$ cat config.mk
export PLATFORM = sky130hd
export DESIGN_NAME = sort_array_bubble_imp
export DESIGN_NICKNAME = d
export VERILOG_FILES = /design/src/rtl/sort_array_bubble_imp.sv
export SDC_FILE = /design/constraint.sdc
export NUM_CORES = 1
export LEC_CHECK = 0
export ABC_CLOCK_PERIOD_IN_PS = 2600
export BUFFER_PORTS_ARGS = -buffer_cell sky130_fd_sc_hd__buf_2
export CAP_MARGIN = 20
export CELL_PAD_IN_SITES_DETAIL_PLACEMENT = 1
export CELL_PAD_IN_SITES_GLOBAL_PLACEMENT = 1
export CORE_UTILIZATION = 43
export CTS_CLUSTER_DIAMETER = 120
export CTS_CLUSTER_SIZE = 10
export DETAILED_ROUTE_END_ITERATION = 7
export HOLD_SLACK_MARGIN = 0.02
export PLACE_DENSITY = 0.87
export SLEW_MARGIN = 5
export SYNTH_ARGS = -nofsm -noshare
export SYNTH_HDL_FRONTEND = slang
export SYNTH_SLANG_ARGS = --single-unit
$ cat constraint.sdc
create_clock -name Clk -period 2.6 [get_ports Clk]
set_input_delay 0.39 -clock Clk [delete_from_list [all_inputs] [get_ports Clk]]
set_output_delay 0.39 -clock Clk [all_outputs]
set_load 0.005 [all_outputs]
$ cat src/rtl/sort_array_bubble_imp.sv
// In-place ascending bubble sort of M[0..LAST_IDX] with early exit; one compare per clock, e.g. 9..45 COMP cycles for ten elements.
// No backpressure: Start is sampled in INI, the result is held in DONE until Ack, and TOP performs the swap on every Swap strobe.
module sort_array_bubble_imp #(
  parameter logic [3:0] LAST_IDX = 4'd9
) (
  input  logic       Clk,
  input  logic       Reset,
  input  logic       Start,
  input  logic       Ack,
  input  logic [3:0] Ms_of_I,
  input  logic [3:0] Ms_of_Ip1,
  output logic [3:0] I,
  output logic       Swap,
  output logic [6:0] SwapCount,
  output logic       Done
);

  typedef enum logic [2:0] {
    INI  = 3'b001,
    COMP = 3'b010,
    DONE = 3'b100
  } state_t;

  state_t     r_state;
  state_t     w_next;
  logic [3:0] r_i;
  logic [3:0] r_lim;
  logic       r_swapped;
  logic [6:0] r_swap_count;
  logic       w_end_pass;
  logic       w_finish;

  assign I         = r_i;
  assign SwapCount = r_swap_count;

  always_ff @(posedge Clk or posedge Reset) begin
    if (Reset) r_state <= INI;
    else       r_state <= w_next;
  end

  always_comb begin
    w_next     = r_state;
    Swap       = 1'b0;
    Done       = 1'b0;
    w_end_pass = (r_i == r_lim);
    w_finish   = 1'b0;
    case (r_state)
      INI: begin
        if (Start) w_next = COMP;
      end
      COMP: begin
        // Strict compare keeps equal elements in order.
        Swap     = (Ms_of_I > Ms_of_Ip1);
        w_finish = w_end_pass && (!(r_swapped || Swap) || (r_lim == 4'd0));
        if (w_finish) w_next = DONE;
      end
      DONE: begin
        Done = 1'b1;
        if (Ack) w_next = INI;
      end
      default: w_next = state_t'(3'bxxx);
    endcase
  end

  always_ff @(posedge Clk or posedge Reset) begin
    if (Reset) begin
      r_i          <= 'x;
      r_lim        <= 'x;
      r_swapped    <= 1'bx;
      r_swap_count <= 'x;
    end else begin
      case (r_state)
        INI: begin
          r_i          <= 4'd0;
          r_lim        <= LAST_IDX - 4'd1;
          r_swapped    <= 1'b0;
          r_swap_count <= 7'd0;
        end
        COMP: begin
          if (Swap) begin
            r_swapped    <= 1'b1;
            r_swap_count <= r_swap_count + 7'd1;
          end
          if (!w_end_pass) begin
            r_i <= r_i + 4'd1;
          end else if (!w_finish) begin
            // Last element of this pass is now in place; shrink the window.
            r_i       <= 4'd0;
            r_lim     <= r_lim - 4'd1;
            r_swapped <= 1'b0;
          end
        end
        default: ;
      endcase
    end
  end

endmodule

# Word level (Yosys, flattened, before mapping)
# Index checks and enable logic that the tools add are counted.
# W data, S select, Z words.
[op_classes] add_sub_neg=3 magnitude_cmp=1 n_eq_ne=11 muxes=19 n_reduce_logical=10
[ops] cell="$mux W4" count=4
[ops] cell="$pmux W4 S2" count=2
[ops] cell="$pmux W7 S2" count=1
[ops] cell="$ne A2 B2 Y1 const B" count=6
[ops] cell="$mux W3" count=3
[ops] cell="$pmux W3 S3" count=1
[ops] cell="$add A7 B1 Y7 const B" count=1
[ops] cell="$mux W7" count=1
[ops] cell="$mux W1" count=6
[ops] cell="$reduce_and A3 Y1" count=2
[ops] cell="$add A4 B1 Y4 const B" count=1
[ops] cell="$eq A4 B4 Y1" count=1
[ops] cell="$gt A4 B4 Y1" count=1
[ops] cell="$logic_not A4 Y1" count=1
[ops] cell="$reduce_and A2 Y1" count=2
[ops] cell="$sub A4 B1 Y4 const B" count=1
[ops] cell="$eq A3 B1 Y1 const B" count=1
[ops] cell="$eq A3 B2 Y1 const B" count=1
[ops] cell="$eq A3 B3 Y1 const B" count=1
[ops] cell="$ne A3 B3 Y1 const B" count=1
[ops] cell="$logic_or A1 B1 Y1" count=2
[ops] cell="$pmux W1 S2" count=1
[ops] cell="$reduce_bool A2 Y1" count=1
[ops] cell="$logic_and A1 B1 Y1" count=1
[ops] cell="$logic_not A1 Y1" count=1
[word_totals] regBits=19 input_bits=12 out_inout_bits=13 word_cells=49

# Logic depth before layout (Yosys ltp)
[logic_depth] depth_word=9 mapped_depth=7 ltp_nobuf=7

# Worst setup path after synthesis
# OpenSTA, ideal clock, no wires.
[synth_timing] path_type="input to register" start="input Ms_of_Ip1[3]" end="register r_lim[0]" setup_time_ns=0.082 arrival_time_ns=1.740 t_required_ns=2.518 setup_slack_ns=0.778 cell_stages=7 path_buffers=0 cell_sequence="inv_1 -> ha_1 -> a21oi_2 -> and2b_1 -> a21oi_2 -> or2_2 -> a31oi_1"
[synth_via] elab_chain_cells=8
[synth_rtl] item="start: declaration" line="11" rtl="input logic [3:0] Ms_of_Ip1,"
[synth_rtl] item="$gt A4 B4 Y1" line="53" rtl="Swap = (Ms_of_I > Ms_of_Ip1);"
[synth_rtl] item="$logic_or A1 B1 Y1" line="54" rtl="w_finish = w_end_pass && (!(r_swapped || Swap) || (r_lim == 4'd0));"
[synth_rtl] item="$logic_not A1 Y1" line="54"
[synth_rtl] item="$logic_or A1 B1 Y1" line="54"
[synth_rtl] item="$logic_and A1 B1 Y1" line="54"
[synth_rtl] item="$mux W1" line="47" rtl="case (r_state)"
[synth_rtl] item="$ne A2 B2 Y1 (no line)"
[synth_rtl] item="$reduce_and A3 Y1 (no line)"
[synth_rtl] item="end signal: assignment" line="75" rtl="r_lim <= LAST_IDX - 4'd1;"
[synth_rtl] item="end signal: assignment" line="89" rtl="r_lim <= r_lim - 4'd1;"
[synth_rtl] item="end: declaration" line="27" rtl="logic [3:0] r_lim;"
# No other way between the ends.
# A chain may end at the register's enable or synchronous reset.

# Final worst setup path
[layout_timing] start="register r_state[2]" end="output Swap"
[layout_via] elab_chain_cells=2
[layout_rtl] item="start: declaration" line="24" rtl="state_t r_state;"
[layout_rtl] item="start signal: assignment" line="38" rtl="else r_state <= w_next;"
[layout_rtl] item="$eq A3 B2 Y1" line="47"
[layout_rtl] item="$mux W1" line="47"
[layout_rtl] item="end: declaration" line="13" rtl="output logic Swap,"
# No other way between the ends.

==> results.md <==
- The flow ran to the end, and the final reports show no timing, DRC or antenna violations.
- The depth of the most critical reg-to-reg path is 5.
- The leakage power figure is between 0.6 and 0.7 nW.
- Once the floorplan was initialized, standard cells occupied 45.9% of the core.
- The residual overflow from global routing is 0.
- The reported max-cap violation count is 0.
- The total area of sequential cells is between 400 and 500 um2.
- The vias after detailed routing is 976.
- The count of routing violations after the opening detailed-route iteration is 7.
- The category of the worst setup path capture point is an output pin.
- The cell chosen for the clock root is clkbuf_4.
- For this run, the top clock speed supported by timing is between 400 and 500 MHz.
- Setup repair after global routing left no endpoint under its margin.
- Data on the critical path arrives at its endpoint at 1740 ps.
- The count of TritonRoute iterations in the first routing pass is 4.
- The first global-routing pass estimated approximately 4500 um of wire.
- The tightest slew margin relative to the limit is about half.
- The count of cell types in the netlist is 34.
- The sequential cell area fraction in the yosys report is about two fifths.
- Adding up every negative setup slack in the final design gives 0 ps.
- The die is between 50 and 60 um tall.
- The Yosys step of the flow raised 0 warnings.
- In this run the core area contains 18 standard-cell rows.
- The routed design has ~2700 um of wire.
- The overall die width is around 54 um.
- The core outline area is ~2500 um2.
- The most common library cell in the layout ignoring fill and taps is buf_2.
- In the routed design, unresolved DRC markers number 0.
- The area of the die is approximately 2900 um2.
- The reg-to-reg startpoint is I[2].
- A synthesized cell averages 9.58 um2.
- Leaving out fill and tap cells, the most frequent cells in the layout are 24 x buf_2, 18 x dfrtp_1, 11 x nand2_1, 10 x inv_1, 9 x nor2_1.
- For the final database, setup skew stands at 1.66 ps.
- The number of register bits inferred by synthesis is 19.
- The count of endpoints failing hold in the final timing report was 0.
- Hold is met by 201 ps.
- The number of antenna violations at the first check in global routing is 0.
- In this run the worst path has a maximum fanout of 8.
- Of the available clock period, the critical path in the final layout requires 81.8%.
- Across all register-to-register paths, the minimum setup slack is between 700 and 800 ps.
- From synthesis to final layout, the design area changed by 15.9%.
- The number of buffers on the longest clock path is 2.
- The start point of the critical path is r_state[2].
- The maximum number of pins on one net before global-route repair is 20.
- The critical path in this run is classified as register to output pin.
- In the routed layout, each cell is associated on average with a via count of around 5.5.
- The area of combinational cells with multiple inputs is 644 um2.
- The worst setup path endpoint is Swap.
- VDD sags by at most 0.000542 V.
- The routability-driven placement congestion ratio is ~0.81.
- STA classifies the critical path startpoint as a register.
- The post-synthesis cell count is 121.
- The net count of the finished layout is 169.
- The CTS tree is yes.
- The count of buffers added by post-CTS timing repair for setup is 0.
- The global-route usage over all layers is a little over a fifth.
- The number of nets in the synthesized netlist is 140.
- 0 antenna diodes ended up in the layout.
- The worst endpoint required time is approximately 2200 ps.
- Once the clock tree was built, the resizer swapped 0 gates to a different size.
- Buffers inserted during clock tree synthesis total 3.
- 25 I/O pins were placed.
- Buffers inserted to repair hold after CTS numbered 0.
- CTS built an H-tree with a depth of 1.
- The routed design could run at a clock period as short as 2130 ps.
- The mapped netlist covers roughly 1200 um2.
- In the final layout, the share of cells above drive strength 1 is between 20% and 30%.
- Dividing the detail-routed wire length by the instance count gives around 15 um.
- Clock latency on the worst-skew pair, taken at its later pin, is 290 ps.
- The number of slew-limit violations in the final report is 0.
- The clock sink count is 19.
- The areal power density over the cells is around 1100 nW/um2.
- The total of endpoints with negative setup slack in the final report is 0.
- The path type of the worst min-delay path is input pin to async pin.
- The via count of the first global-routing pass was 1022.
- In this run the critical register-to-register path is captured at r_lim[1].
- The filler cells instantiated in the layout total a little over 300.
- The number of port buffers is 24.
- The estimated wirelength of the detail-placed design is around 2100 um.
- Measured on the finished design, the core utilization comes to around 53%.
- The actual slew at the worst max-slew pin is about 740 ps.
- Clock-pin slew was measured on the worst setup and hold paths at 110 ps.
- The count of nets left with antenna violations after detail routing is 0.
per-stage QoR:
step / total power [mW] / instances / instance area [um2] / setup slack [ps]
2_1_floorplan: 1.07 / 121 / 1160 / 778
3_3_place_gp: 1.26 / 175 / 1320 / 582
3_5_place_dp: 1.32 / 175 / 1320 / 542
4_1_cts: 1.48 / 179 / 1340 / 440
5_1_grt: 1.61 / 179 / 1340 / 296
6_report: 1.47 / 179 / 1340 / 474
worst min-delay path by stage:
stage | cells after the start | start | endpoint
global route | 2 | Start | r_state[0]
global placement | 1 | SwapCount[2] | SwapCount[2]
finish | 2 | Reset | SwapCount[6]
CTS | 2 | Reset | I[2]
detailed placement | 1 | SwapCount[2] | SwapCount[2]
floorplan | 1 | Reset | I[0]
worst max-delay path: stages (launching register included):
cell	delay, ps
dfrtp_1	460
nor3b_4	410
nand2_1	160
a21oi_2	240
buf_2	160
registers in the layout, indices dropped and copies added (netlist names):
register	flops
r_state	3
r_swapped	1
I	4
SwapCount	7
r_lim	4
area by class of cell:
class / count / area share [%]
inverter: 10 / 2.80
sequential: 19 / 35.5
tap: 30 / 2.80
timing repair buffer: 24 / 8.95
multi-input combinational: 92 / 48.0
clock buffer: 4 / 1.96
synth_stat cells:
cell type | count | area share, %
dfrtp_1 | 18 | 39
nand2_1 | 11 | 3.6
inv_1 | 10 | 3.2
nor2_1 | 9 | 2.9
xnor2_1 | 8 | 6.0
ha_1 | 7 | 7.6
a21oi_1 | 6 | 2.6
nand3_1 | 6 | 2.6
o21ai_0 | 6 | 2.6
nand2b_1 | 5 | 2.7
or2_2 | 4 | 2.2
a21oi_2 | 3 | 2.3
and3_1 | 3 | 1.6
a211oi_1 | 2 | 1.3
a31o_2 | 2 | 1.5
mux2i_1 | 2 | 1.7
nand4_1 | 2 | 1.1
a211oi_4 | 1 | 1.7
a21o_1 | 1 | 0.65
a22o_1 | 1 | 0.76
a31oi_1 | 1 | 0.54
and2b_1 | 1 | 0.65
dfstp_2 | 1 | 2.3
mux2_2 | 1 | 0.97
nor2b_1 | 1 | 0.54
nor3_1 | 1 | 0.43
nor3b_1 | 1 | 0.65
nor3b_4 | 1 | 1.6
nor4b_1 | 1 | 0.76
o211ai_2 | 1 | 1.1
o21a_1 | 1 | 0.65
o21ai_1 | 1 | 0.43
o221ai_2 | 1 | 1.3
o31ai_1 | 1 | 0.65
per-layer routing:
metal | wire, um | share of wire, % | GRT usage, % | up-vias
met5 | 0 | 0 | 0 | -
met4 | 26 | 0.97 | 8.33 | 0
met3 | 100 | 3.7 | 4.24 | 4
met2 | 1360 | 51 | 38.1 | 22
met1 | 1190 | 44 | 26.4 | 472
li1 | - | - | - | 478
where the power goes:
group	total, mW	internal, mW	switching (mW)
combinational	0.747	0.359	0.388
clock	0.152	0.0597	0.0923
sequential	0.571	0.420	0.152
total	1.47	0.838	0.632
kinds of logic (layout without fill, tap and decap cells):
group | count (synthesis) | in the layout | synth area share [%]
adder cells (fa/ha/maj) | 7 | 7 | 7.56
AND/OR/NAND/NOR | 46 | 46 | 21.3
XOR/XNOR | 8 | 8 | 6.05
multiplexers | 3 | 3 | 2.70
flip-flops | 19 | 19 | 41.1
AO/OA/AOI/OAI | 28 | 28 | 18.0
buffers and inverters | 10 | 38 | 3.24
Note: power is estimated with default switching activity, not from simulation.
